===== src/rtl/pic_bus_pkg.sv =====
// Shared definitions for the buffered bus data port: default word width,
// the write-FIFO entry layout and the decoded bus strobe state.
package pic_bus_pkg;

    localparam int DEFAULT_DATA_W = 8;

    // One write-FIFO entry: address bit captured alongside the data byte.
    typedef struct packed {
        logic                      a0;
        logic [DEFAULT_DATA_W-1:0] data;
    } fifo_entry_t;

    // Decoded state of the synchronised bus strobes.
    typedef enum logic [1:0] {
        BUS_IDLE     = 2'b00,
        BUS_WRITE    = 2'b01,
        BUS_READ     = 2'b10,
        BUS_CONFLICT = 2'b11
    } bus_state_t;

    function automatic bus_state_t decode_strobes(input logic wa, input logic ra);
        bus_state_t s;
        s = BUS_IDLE;
        if (wa && ra)
            s = BUS_CONFLICT;
        else if (wa)
            s = BUS_WRITE;
        else if (ra)
            s = BUS_READ;
        return s;
    endfunction

endpackage


===== src/rtl/sync_fifo.sv =====
// Synchronous FIFO with registered head data, valid, full and overflow
// outputs. Pointers carry one extra bit to tell full from empty.
module sync_fifo #(
    parameter int WIDTH = 9,
    parameter int DEPTH = 4
) (
    input  logic             clk,
    input  logic             rst,
    input  logic             push,
    input  logic [WIDTH-1:0] din,
    input  logic             pop,
    output logic             valid,
    output logic [WIDTH-1:0] dout,
    output logic             full,
    output logic             overflow
);
    localparam int AW = $clog2(DEPTH);

    logic [WIDTH-1:0] mem [DEPTH];
    logic [AW:0]      wr_ptr;
    logic [AW:0]      rd_ptr;
    logic [AW:0]      wr_nxt;
    logic [AW:0]      rd_nxt;
    logic             do_pop;
    logic             do_push;
    logic             drop;
    logic [WIDTH-1:0] head_nxt;

    // Next-pointer and next-head computation; a push into a slot that is
    // about to become the head bypasses the memory.
    always_comb begin
        do_pop   = pop && valid;
        do_push  = push && (!full || do_pop);
        drop     = push && full && !do_pop;
        wr_nxt   = wr_ptr + {{AW{1'b0}}, do_push};
        rd_nxt   = rd_ptr + {{AW{1'b0}}, do_pop};
        head_nxt = mem[rd_nxt[AW-1:0]];
        if (do_push && (rd_nxt[AW-1:0] == wr_ptr[AW-1:0]))
            head_nxt = din;
    end

    // Storage array, written at the tail on an accepted push.
    always_ff @(posedge clk) begin
        if (do_push)
            mem[wr_ptr[AW-1:0]] <= din;
    end

    // Pointers and registered status/head outputs.
    always_ff @(posedge clk or posedge rst) begin
        if (rst) begin
            wr_ptr   <= '0;
            rd_ptr   <= '0;
            valid    <= 1'b0;
            full     <= 1'b0;
            overflow <= 1'b0;
            dout     <= '0;
        end else begin
            wr_ptr   <= wr_nxt;
            rd_ptr   <= rd_nxt;
            valid    <= (wr_nxt != rd_nxt);
            full     <= (wr_nxt[AW] != rd_nxt[AW]) && (wr_nxt[AW-1:0] == rd_nxt[AW-1:0]);
            overflow <= drop;
            dout     <= head_nxt;
        end
    end

endmodule


===== src/rtl/buffered_data_port.sv =====
// Bus-side data port: synchronises asynchronous bus strobes, captures
// writes into a FIFO on write end and latches read data on read start.
module buffered_data_port
    import pic_bus_pkg::*;
#(
    parameter int DATA_W      = DEFAULT_DATA_W,
    parameter int DEPTH       = 4,
    parameter int SYNC_STAGES = 2
) (
    input  logic              clk,
    input  logic              rst,
    input  logic              cs_n,
    input  logic              rd_n,
    input  logic              wr_n,
    input  logic              a0,
    input  logic [DATA_W-1:0] data_in,
    output logic [DATA_W-1:0] data_out,
    output logic              data_oe,
    input  logic              flag_from_control,
    input  logic [DATA_W-1:0] rd_data_int,
    output logic              wr_valid,
    output logic [DATA_W-1:0] wr_data,
    output logic              wr_a0,
    input  logic              wr_ready,
    output logic              fifo_full,
    output logic              overflow,
    output logic              proto_err
);
    // Synchroniser word: {settled, cs_n, rd_n, wr_n, a0, data}. The settled
    // bit shifts in a one after reset and marks the chain as flushed.
    localparam int SW = DATA_W + 5;
    localparam logic [SW-1:0] SYNC_IDLE = {1'b0, 3'b111, {(DATA_W + 1){1'b0}}};

    logic [SW-1:0]     sync_q [SYNC_STAGES];
    logic [SW-1:0]     sync_out;
    logic              settled;
    logic              wa;
    logic              ra;
    bus_state_t        state;
    bus_state_t        prev_state;
    logic              armed;
    logic              wr_pend;
    logic              push;
    logic [DATA_W:0]   cap;
    logic [DATA_W:0]   head;

    // Synchroniser chain on all bus inputs, idle (strobes high) after reset.
    always_ff @(posedge clk or posedge rst) begin
        if (rst) begin
            for (int i = 0; i < SYNC_STAGES; i++)
                sync_q[i] <= SYNC_IDLE;
        end else begin
            sync_q[0] <= {1'b1, cs_n, rd_n, wr_n, a0, data_in};
            for (int i = 1; i < SYNC_STAGES; i++)
                sync_q[i] <= sync_q[i-1];
        end
    end

    // Strobe decode from synchronised copies only.
    always_comb begin
        sync_out = sync_q[SYNC_STAGES-1];
        settled  = sync_out[SW-1];
        wa       = !sync_out[DATA_W+3] && !sync_out[DATA_W+1];
        ra       = !sync_out[DATA_W+3] && !sync_out[DATA_W+2];
        state    = decode_strobes(wa, ra);
        push     = wr_pend && !wa;
    end

    // Write capture and write-end tracking. A write is only armed once the
    // flushed bus has been seen idle, so a write in progress across reset
    // is discarded. A read/write conflict abandons the pending write.
    always_ff @(posedge clk or posedge rst) begin
        if (rst) begin
            prev_state <= BUS_IDLE;
            armed      <= 1'b0;
            wr_pend    <= 1'b0;
            cap        <= '0;
            proto_err  <= 1'b0;
        end else begin
            prev_state <= state;
            proto_err  <= (state == BUS_CONFLICT) && (prev_state != BUS_CONFLICT);
            if (settled && !wa)
                armed <= 1'b1;
            if (armed && state == BUS_WRITE) begin
                cap     <= sync_out[DATA_W:0];
                wr_pend <= 1'b1;
            end else if (state == BUS_CONFLICT || push) begin
                wr_pend <= 1'b0;
            end
        end
    end

    // Read-side output: track internal data under override, else latch on read start.
    always_ff @(posedge clk or posedge rst) begin
        if (rst) begin
            data_out <= '0;
            data_oe  <= 1'b0;
        end else begin
            data_oe <= (state == BUS_READ) || flag_from_control;
            if (flag_from_control)
                data_out <= rd_data_int;
            else if (state == BUS_READ && prev_state != BUS_READ && prev_state != BUS_CONFLICT)
                data_out <= rd_data_int;
        end
    end

    sync_fifo #(
        .WIDTH (DATA_W + 1),
        .DEPTH (DEPTH)
    ) u_fifo (
        .clk      (clk),
        .rst      (rst),
        .push     (push),
        .din      (cap),
        .pop      (wr_ready),
        .valid    (wr_valid),
        .dout     (head),
        .full     (fifo_full),
        .overflow (overflow)
    );

    assign wr_a0   = head[DATA_W];
    assign wr_data = head[DATA_W-1:0];

endmodule


===== config.mk =====
export PLATFORM = sky130hd
export DESIGN_NAME = buffered_data_port
export DESIGN_NICKNAME = d
export VERILOG_FILES = /design/src/rtl/pic_bus_pkg.sv /design/src/rtl/sync_fifo.sv /design/src/rtl/buffered_data_port.sv
export SDC_FILE = /design/constraint.sdc
export NUM_CORES = 1
export LEC_CHECK = 0
export CELL_PAD_IN_SITES_DETAIL_PLACEMENT = 1
export CELL_PAD_IN_SITES_GLOBAL_PLACEMENT = 1
export CORE_MARGIN = 4
export CORE_UTILIZATION = 50
export CTS_CLUSTER_DIAMETER = 120
export DETAILED_ROUTE_END_ITERATION = 7
export PLACE_DENSITY = 0.91
export SLEW_MARGIN = 20
export SYNTH_ARGS = -nofsm -noshare
export SYNTH_HDL_FRONTEND = slang
export SYNTH_SLANG_ARGS = --single-unit

===== constraint.sdc =====
create_clock -name clk -period 3.4 [get_ports clk]
set_input_delay 0.34 -clock clk [delete_from_list [all_inputs] [get_ports clk]]
set_output_delay 0.34 -clock clk [all_outputs]
set_load 0.005 [all_outputs]

**Yosys cells after proc, flatten, opt, wreduce, memory -nomap -nowiden**

Memory sizes are Yosys's and may differ from the RTL's. A register that Yosys moved wholly into a read port is not among the register bits.
Index checks and enable logic that the tools add are counted.

- Add/subtract/negate cells: 2
- Equal/unequal tests: 8
- Muxes and demuxes: 9
- Reduce and logical (&&, ||, !) cells: 25

Operators by type and width:

| operator | number |
|---|---|
| two-way mux 8 bit | 2 |
| logical AND 1 bit | 14 |
| adder 3 x 1 -> 3 bit | 2 |
| zero test 1 bit | 6 |
| two-way mux 2 bit | 3 |
| == test 2 bit (second input constant) | 2 |
| two-way mux 1 bit | 4 |
| != test 2 bit (second input constant) | 2 |
| nonzero test 2 bit | 2 |
| logical OR 1 bit | 3 |
| != test 3 bit | 1 |
| == test 2 x 1 -> 1 bit (second input constant) | 1 |
| == test 2 bit | 1 |
| != test 1 bit | 1 |

- Register bits: 58
- RAM bits: 36
- Output and inout port bits: 22
- Word-level logic and storage cells: 59
- Memories kept: 1

Memories:

| memory | words | width | read ports | clocked after Yosys merged registers in | write ports | RTL line | RTL |
|---|---|---|---|---|---|---|---|
| u_fifo.mem | 4 | 9 | 1 | 1 | 1 | sync_fifo.sv:19 | `logic [WIDTH-1:0] mem [DEPTH];` |

**Longest topological paths before layout**

Gate-level depths: netlist of the first run.

- Word-level depth: 10
- Gate-level depth with buffers: 7
- Depth with buffers taken out: 7

**Hierarchy**

From an unflattened synthesis of the first run, not the netlist that was laid out.

- Cell total of the unflattened synthesis: 246
- Area total of the unflattened synthesis: 3935.0 µm²

By module, submodules not included:

| module | times used | cells each | area an instance (µm²) | seq. area each (µm²) |
|---|---|---|---|---|
| sync_fifo | 1 | 166 | 2361.0 | 1531.5 |
| buffered_data_port | 1 | 80 | 1574.0 | 1233.7 |

**Least setup slack after synthesis of the first run**

OpenSTA, ideal clock, no wires.

- Path kind: register to register
- From: reg sync_q (netlist bit sync_out[9])
- To: mem u_fifo.mem[0][0] (enable)
- Setup time: 389 ps
- Arrival: 1706 ps
- Required time: 3011 ps
- Slack: 1305 ps
- Cell stages (with the launch flop): 4
- Path buffers: 0
- Period minus slack after synthesis: 2095 ps
- Path through: dfstp_2 > o21ai_1 > a21oi_1 > nor3b_1

- Cells in the longest elaborated chain, start to end: 7

RTL lines:

| what | RTL line | RTL |
|---|---|---|
| from (decl) | buffered_data_port.sv:34 | `logic [SW-1:0] sync_q [SYNC_STAGES];` |
| from (signal, indexed assignment) | buffered_data_port.sv:55 | `sync_q[i] <= sync_q[i-1];` |
| zero test 1 bit | buffered_data_port.sv:63 | `wa = !sync_out[DATA_W+3] && !sync_out[DATA_W+1];` |
| logical AND 1 bit | buffered_data_port.sv:63 |  |
| zero test 1 bit | buffered_data_port.sv:66 | `push = wr_pend && !wa;` |
| logical AND 1 bit | buffered_data_port.sv:66 |  |
| logical AND 1 bit | sync_fifo.sv:33 | `do_push = push && (!full \|\| do_pop);` |
| two-way mux 1 bit | sync_fifo.sv:44 | `if (do_push)` |
| two-way mux 1 bit (not written as such) | sync_fifo.sv:45 | `mem[wr_ptr[AW-1:0]] <= din;` |
| to (decl) | sync_fifo.sv:19 |  |

No other way between the ends.

**Worst setup path after layout of the first run**

- From: reg u_fifo.rd_ptr[0]
- To: reg u_fifo.dout[2] (read register of u_fifo.mem)

- Cells in the longest elaborated chain, start to end: 1

RTL lines:

| what | RTL line | RTL |
|---|---|---|
| from (decl) | sync_fifo.sv:21 | `logic [AW:0] rd_ptr;` |
| from (signal assigned) | sync_fifo.sv:59 | `rd_ptr <= rd_nxt;` |
| adder 3 x 1 -> 3 bit | sync_fifo.sv:36 | `rd_nxt = rd_ptr + {{AW{1'b0}}, do_pop};` |
| via u_fifo.rd_nxt[1] | sync_fifo.sv:23 | `logic [AW:0] rd_nxt;` |
| to (decl) | sync_fifo.sv:13 | `output logic [WIDTH-1:0] dout,` |

The timed path passes the listed nets, and every way through them passes these cells.
A chain may end at the register's enable or synchronous reset.

==> results.py, run 1 <==
metrics = {
    "routing": {
        "drt-wirelength-per-cell_um": 18.7,
        "drt-vias-per-instance": 5.07,
        "wirelength_um": 6340,
        "dr.pass1.iters": 4,
        "route.detailed.drc": 0,
        "vias": 1720,
        "final_antenna_net_count": 0,
        "drt_iter0_drc": 53,
    },
    "logic_synthesis": {
        "synth-adder-area-share": 0.0105,
        "yosysTopAreaCell": "dfrtp_1",
        "yosysMostFrequentCell": "dfrtp_1",
        "synth_top_cell_area_share": 0.427,
        "syn_nets": 207,
        "netlist_area_mm2": 0.00357,
        "muxShareOfSynthArea": 0.140,
        "synth_top_family_by_area": "multiplexers",
        "yosysWarnings": 0,
        "yosys.area_share.simple": 0.0266,
        "ys_seq_elements": 103,
        "synth_compound_area_frac": 0.0151,
        "synth.area.top_cells": "dfrtp_1 43%, edfxtp_1 30%, mux2_2 8.2%",
        "synth_enable_flop_cells": 36,
        "synth_common_cells": "61 x dfrtp_1, 36 x edfxtp_1, 26 x mux2_2",
        "async_flop_share": 0.650,
        "syn-instance-count": 180,
        "postSynthAreaPerCell_um2": 19.8,
        "yosys.area_share.xor_xnor": 0.0242,
        "ys.flop_type": "dfrtp_1",
        "ys_seq_area_frac": 0.774,
        "synth.distinct_cells": 32,
    },
    "outcome": {
        "status": "finished clean",
    },
    "sta": {
        "skew_ns": 0.00824,
        "tightest_slew_ns": 0.654,
        "rsz0062_at_grt": "no",
        "hold_violations": 0,
        "slew_viol_final": 0,
        "setup_tns_ns": 0,
        "whs_ns": 0.354,
        "setup_violations": 0,
        "relSlewSlack": 0.563,
        "finalCritPeriodShare": 0.667,
        "finalCriticalPeriod_ns": 2.27,
        "fmaxAchievable_ghz": 0.441,
    },
    "setup_path": {
        "r2r_end": "u_fifo.dout[2]",
        "reg2reg_depth": 5,
        "crit_path_end_kind": "flip-flop",
        "startpoint_type": "flip-flop",
        "crit_path_cell_trace": "and3_2, ha_1, xnor2_1, nand3_2, mux2_2",
        "worstPathRequired_ns": 3.64,
        "cp_slowest_stage_delay_ns": 0.63,
        "cp_data_arrival_time_ns": 2.51,
        "crit_type": "flip-flop to flip-flop",
        "worst_path_max_delay_cell": "ha_1",
        "r2r-start": "u_fifo.rd_ptr[0]",
        "r2r_slack_ns": 1.13,
        "cp_max_fo": 12,
    },
    "die": {
        "fp-row-count": 30,
        "die-area_mm2": 0.00856,
        "fp.dieW_um": 92.5,
        "start_util": 0.520,
        "core_mm2": 0.00687,
        "ioPinCount": 46,
        "die_h_um": 92.5,
    },
    "global_route": {
        "antenna_found_initial": 0,
        "grt_usage": 0.168,
        "grt_pass1_vias": 1946,
        "grt_pass1_wl_um": 10600,
        "gr-total-overflow": 0,
        "grt_max_degree": 34,
    },
    "clock_network": {
        "post_cts_buffers": 0,
        "h-tree-depth": 3,
        "clk_latency_ns": 0.35,
        "root_buffer": "clkbuf_8",
        "numCtsBuffers": 9,
        "clock_path_buffers": 2,
        "ctsHoldBuffers": 0,
        "clk_pin_slew_ns": 0.09,
        "cts_tree": "built",
        "cts-resized-gates": 0,
        "cts.sink_count": 103,
    },
    "place": {
        "dp.cells": 323,
        "place_area_mm2": 0.00416,
        "gp_congestion": 0.723,
        "numPortBuffers": 45,
        "dp_hpwl_um": 4550,
    },
    "run": {
        "cap_violations": 0,
    },
    "hold_path": {
        "hold_depth": 0,
        "holdCritPathClass": "flip-flop to flip-flop",
        "whs_endpoint": "sync_out[2]",
        "hp-start": "sync_q[15]",
    },
    "final_layout": {
        "final_util": 0.634,
        "area_growth_pct": 21.8,
        "stdcell_count": 339,
        "diodes": 0,
        "final_nets": 265,
        "fill_cells": 595,
        "final_area_mm2": 0.00435,
        "layout-drive-gt1-share": 0.267,
    },
    "pwr": {
        "vdd_ir_drop_max_mv": 0.272,
        "pwr_density_cell_mw_per_mm2": 720,
        "cellLeakagePower_nw": 1.72,
    },
}
-- registers in the layout, summed over array words and instances, names as in the netlist --
name             flops
armed                1
cap                  9
data_oe              1
data_out             8
prev_state           2
proto_err            1
sync_out            13
sync_q              13
u_fifo.dout          9
u_fifo.full          1
u_fifo.mem          36
u_fifo.overflow      1
u_fifo.rd_ptr        3
u_fifo.valid         1
u_fifo.wr_ptr        3
wr_pend              1
-- cell usage in the layout (no fill, tap or decap), types with 2 or more instances in the layout --
cell / synthesis / final
nand2_1: 2 / 2
xnor2_1: 4 / 4
ha_1: 3 / 3
buf_4: 0 / 5
mux4_2: 8 / 8
mux2_2: 26 / 26
clkbuf_1: 1 / 2
clkinv_2: 0 / 2
and3_1: 3 / 3
edfxtp_1: 36 / 36
clkbuf_8: 0 / 10
dfstp_2: 6 / 6
dfrtp_1: 61 / 61
clkdlybuf4s50_1: 0 / 45
nor2_1: 4 / 4
xor2_1: 4 / 4
inv_1: 3 / 2
-- layout make-up --
cell class / count / area, µm² / share of cell area
clock buffer: 12 / 145 / 0.0334
multi-input combinational: 71 / 776 / 0.178
clock inverter: 4 / 46.3 / 0.0106
tap: 96 / 120 / 0.0276
timing repair buffer: 50 / 488 / 0.112
inverter: 3 / 11.3 / 0.00259
sequential: 103 / 2770 / 0.635
-- logic make-up (layout without fill, tap and decap cells) --
kind of cell | count (synthesis) | in the layout
AND/OR/NAND/NOR | 16 | 16
multiplexers | 35 | 35
AO/OA/AOI/OAI | 7 | 7
buffers and inverters | 6 | 69
other | 1 | 1
flip-flops | 103 | 103
adder cells (fa/ha/maj) | 3 | 3
XOR/XNOR | 9 | 9
-- report_power, final --
part,switching [mW],leakage [nW],internal (mW)
Sequential,0.115,1.11,1.48
Combinational,0.319,0.511,0.474
Clock,0.384,0.101,0.360
Total,0.818,1.72,2.31
-- worst max-delay path by stage --
stage,from,endpoint,slack [ns],depth (start not counted)
after floorplan,sync_out[9],u_fifo.mem[0][0],1.31,3
after global placement,wr_ready,u_fifo.dout[4],0.83,6
after detailed placement,wr_ready,u_fifo.dout[2],0.74,6
after CTS,u_fifo.rd_ptr[0],u_fifo.dout[2],1.10,5
after global routing,u_fifo.rd_ptr[0],u_fifo.dout[2],1.02,5
final,u_fifo.rd_ptr[0],u_fifo.dout[2],1.13,5
-- critical path, delay by kind of cell, from the launching register on --
kind	cells	cell delay, ns
flops	1	0.45
mux	1	0.37
fa+ha+maj	1	0.63
xor+xnor	1	0.20
simple gates	2	0.50
-- through the flow --
step | setup slack, ns | power [mW]
after global placement | 0.833 | 2.36
final | 1.13 | 3.13
after CTS | 1.10 | 3.18
after detailed placement | 0.744 | 2.43
after floorplan | 1.31 | 2.11
after global routing | 1.02 | 3.29
-- metal layers --
layer	up-vias	track usage	wire length (µm)
li1	773	-	-
met1	906	0.202	2530
met2	30	0.291	3470
met3	11	0.0317	207
met4	0	0.0817	139
met5	-	0	0
(Power assumes the default switching activity.)
==> inputs of run 2 (changes only) <==
--- a/config.mk
+++ b/config.mk
@@ -8,10 +8,10 @@
 export CELL_PAD_IN_SITES_DETAIL_PLACEMENT = 1
 export CELL_PAD_IN_SITES_GLOBAL_PLACEMENT = 1
 export CORE_MARGIN = 4
-export CORE_UTILIZATION = 50
+export CORE_UTILIZATION = 46
 export CTS_CLUSTER_DIAMETER = 120
 export DETAILED_ROUTE_END_ITERATION = 7
-export PLACE_DENSITY = 0.91
+export PLACE_DENSITY = 0.85
 export SLEW_MARGIN = 20
 export SYNTH_ARGS = -nofsm -noshare
 export SYNTH_HDL_FRONTEND = slang
==> constraint.sdc (replaced) <==
create_clock -name clk -period 2.11 [get_ports clk]
set_input_delay 0.211 -clock clk [delete_from_list [all_inputs] [get_ports clk]]
set_output_delay 0.211 -clock clk [all_outputs]
set_load 0.005 [all_outputs]
==> results.py, run 2 (same netlist as run 1, synthesis figures left out) <==
metrics = {
    "routing": {
        "wirelength_um": 6670,
        "drt-vias-per-instance": 4.99,
        "drt_iter0_drc": 94,
        "final_antenna_net_count": 0,
        "route.detailed.drc": 0,
        "dr.pass1.iters": 4,
        "drt-wirelength-per-cell_um": 19.2,
        "vias": 1737,
    },
    "setup_path": {
        "crit_type": "flip-flop to flip-flop",
        "cp_slowest_stage_delay_ns": 0.44,
        "r2r-start": "u_fifo.rd_ptr[0]",
        "cp_data_arrival_time_ns": 2.22,
        "crit_path_cell_trace": "and3_2, ha_1, buf_4, mux4_2, mux2_2",
        "crit_path_end_kind": "flip-flop",
        "cp-startpoint": "u_fifo.rd_ptr[0]",
        "startpoint_type": "flip-flop",
        "worst_path_max_delay_cell": "dfrtp_1",
        "cp_max_fo": 9,
        "worstPathRequired_ns": 2.36,
    },
    "die": {
        "fp-row-count": 31,
        "ioPinCount": 46,
        "start_util": 0.482,
        "fp.dieW_um": 96.1,
        "core_mm2": 0.00741,
        "die_h_um": 96.1,
        "die-area_mm2": 0.00924,
    },
    "place": {
        "dp_hpwl_um": 4760,
        "dp.cells": 332,
        "numPortBuffers": 45,
        "gp_congestion": 0.734,
    },
    "hold_path": {
        "holdCritPathClass": "input port to asynchronous set/reset pin",
    },
    "clock_network": {
        "cts.sink_count": 103,
        "root_buffer": "clkbuf_8",
        "numCtsBuffers": 9,
        "clk_latency_ns": 0.36,
        "cts-resized-gates": 0,
        "cts_tree": "built",
        "h-tree-depth": 3,
        "post_cts_buffers": 0,
        "ctsHoldBuffers": 0,
        "clock_path_buffers": 2,
        "clk_pin_slew_ns": 0.10,
    },
    "global_route": {
        "gr-total-overflow": 0,
        "antenna_found_initial": 0,
        "grt_max_degree": 49,
        "grt_usage": 0.168,
        "grt_pass1_vias": 2058,
        "grt_pass1_wl_um": 10900,
    },
    "sta": {
        "hold_violations": 0,
        "tightest_slew_ns": 0.518,
        "rsz0062_at_grt": "no",
        "slew_viol_final": 0,
        "fmaxAchievable_ghz": 0.506,
        "finalCritPeriodShare": 0.937,
        "setup_violations": 0,
        "skew_ns": 0.00787,
        "finalCriticalPeriod_ns": 1.98,
        "whs_ns": 0.161,
        "relSlewSlack": 0.654,
    },
    "final_layout": {
        "largest_reg_flops": 36,
        "diodes": 0,
        "mostFrequentLayoutCells": "61 x dfrtp_1, 45 x clkdlybuf4s50_1, 36 x edfxtp_1, 26 x mux2_2, 9 x clkbuf_8",
        "area_growth_pct": 24.0,
        "final_common_cell": "dfrtp_1",
        "final_nets": 271,
        "layout-drive-gt1-share": 0.281,
        "stdcell_count": 348,
    },
    "pwr": {
        "pwr_density_cell_mw_per_mm2": 1150,
        "cellLeakagePower_nw": 1.75,
        "clkPwrFrac": 0.216,
        "vdd_ir_drop_max_mv": 0.541,
        "internal-power_mw": 3.68,
        "pwr-share-comb": 0.279,
        "seq_power_share": 0.505,
        "swShare": 0.277,
        "switchingPower_mw": 1.41,
    },
    "outcome": {
        "status": "finished clean",
    },
    "run": {
        "cap_violations": 0,
    },
}
==> run 2: cell count changes in the layout (fill, tap and decap cells not counted) <==
cell	before	now
buf_12	0	4
buf_4	5	7
bufinv_16	1	0
clkbuf_1	2	0
clkbuf_8	10	9
clkinv_1	0	3
clkinv_2	2	0
clkinvlp_4	0	1
inv_4	1	0
inv_6	0	3
==> run 2: worst paths after layout <==
kind,slack (ns),cells past startpoint,end
min reg2reg,0.35,0,sync_out[7]
max in group asynchronous,1.36,3,u_fifo.dout[5]
max,0.13,5,u_fifo.dout[7]
min,0.16,2,data_out[0]
min in group clk,0.25,1,sync_q[23]
max reg2reg,0.13,5,u_fifo.dout[7]
==> run 2: layout make-up <==
type	count	area, µm²
well taps	99	124
multi-input cells	71	776
flip-flops and latches	103	2770
repair buffers	56	583
inverters	3	11.3
fillers	677	2980
clock inverters	7	45.0
clock buffers	9	124
==> run 2: critical path, delay by kind of cell (launching register included) <==
kind,cells,cell delay (ns)
muxes,2,0.62
and+or+nand+nor,1,0.23
adders and majority gates,1,0.34
buffers and inverters,1,0.22
DFF,1,0.44
==> run 2: routing by layer <==
metal | up-vias | GRT usage | wire (µm)
met2 | 54 | 0.270 | 3370
li1 | 779 | - | -
met4 | 0 | 0.0604 | 99
met5 | - | 0 | 0
met1 | 895 | 0.208 | 2760
met3 | 9 | 0.0625 | 447
==> run 2: power by group through the flow <==
stage / logic [mW] / clock network (mW) / registers (mW)
4_1_cts: 1.45 / 1.12 / 2.58
2_1_floorplan: 0.831 / 0 / 2.57
3_3_place_gp: 1.34 / 0 / 2.59
5_1_grt: 1.56 / 1.21 / 2.62
6_report: 1.42 / 1.10 / 2.57
3_5_place_dp: 1.44 / 0 / 2.62
==> run 2: per-stage QoR <==
step	power (mW)	cell area [µm²]	setup slack (ns)	TNS, ns	util
after floorplan	3.40	3570	0.0154	0	-
after global routing	5.39	4430	0.0260	0	0.598
after CTS	5.15	4430	0.102	0	0.598
final	5.08	4430	0.133	0	0.598
after global placement	3.92	4260	-0.00940	-0.0691	0.575
after detailed placement	4.06	4260	-0.101	-0.767	0.575
==> inputs of run 3 (changes only) <==
--- a/config.mk
+++ b/config.mk
@@ -5,6 +5,7 @@
 export SDC_FILE = /design/constraint.sdc
 export NUM_CORES = 1
 export LEC_CHECK = 0
+export CAP_MARGIN = 10
 export CELL_PAD_IN_SITES_DETAIL_PLACEMENT = 1
 export CELL_PAD_IN_SITES_GLOBAL_PLACEMENT = 1
 export CORE_MARGIN = 4
==> results of run 3 <==
Final layout, timing and power as in run 2 (identical DEF).
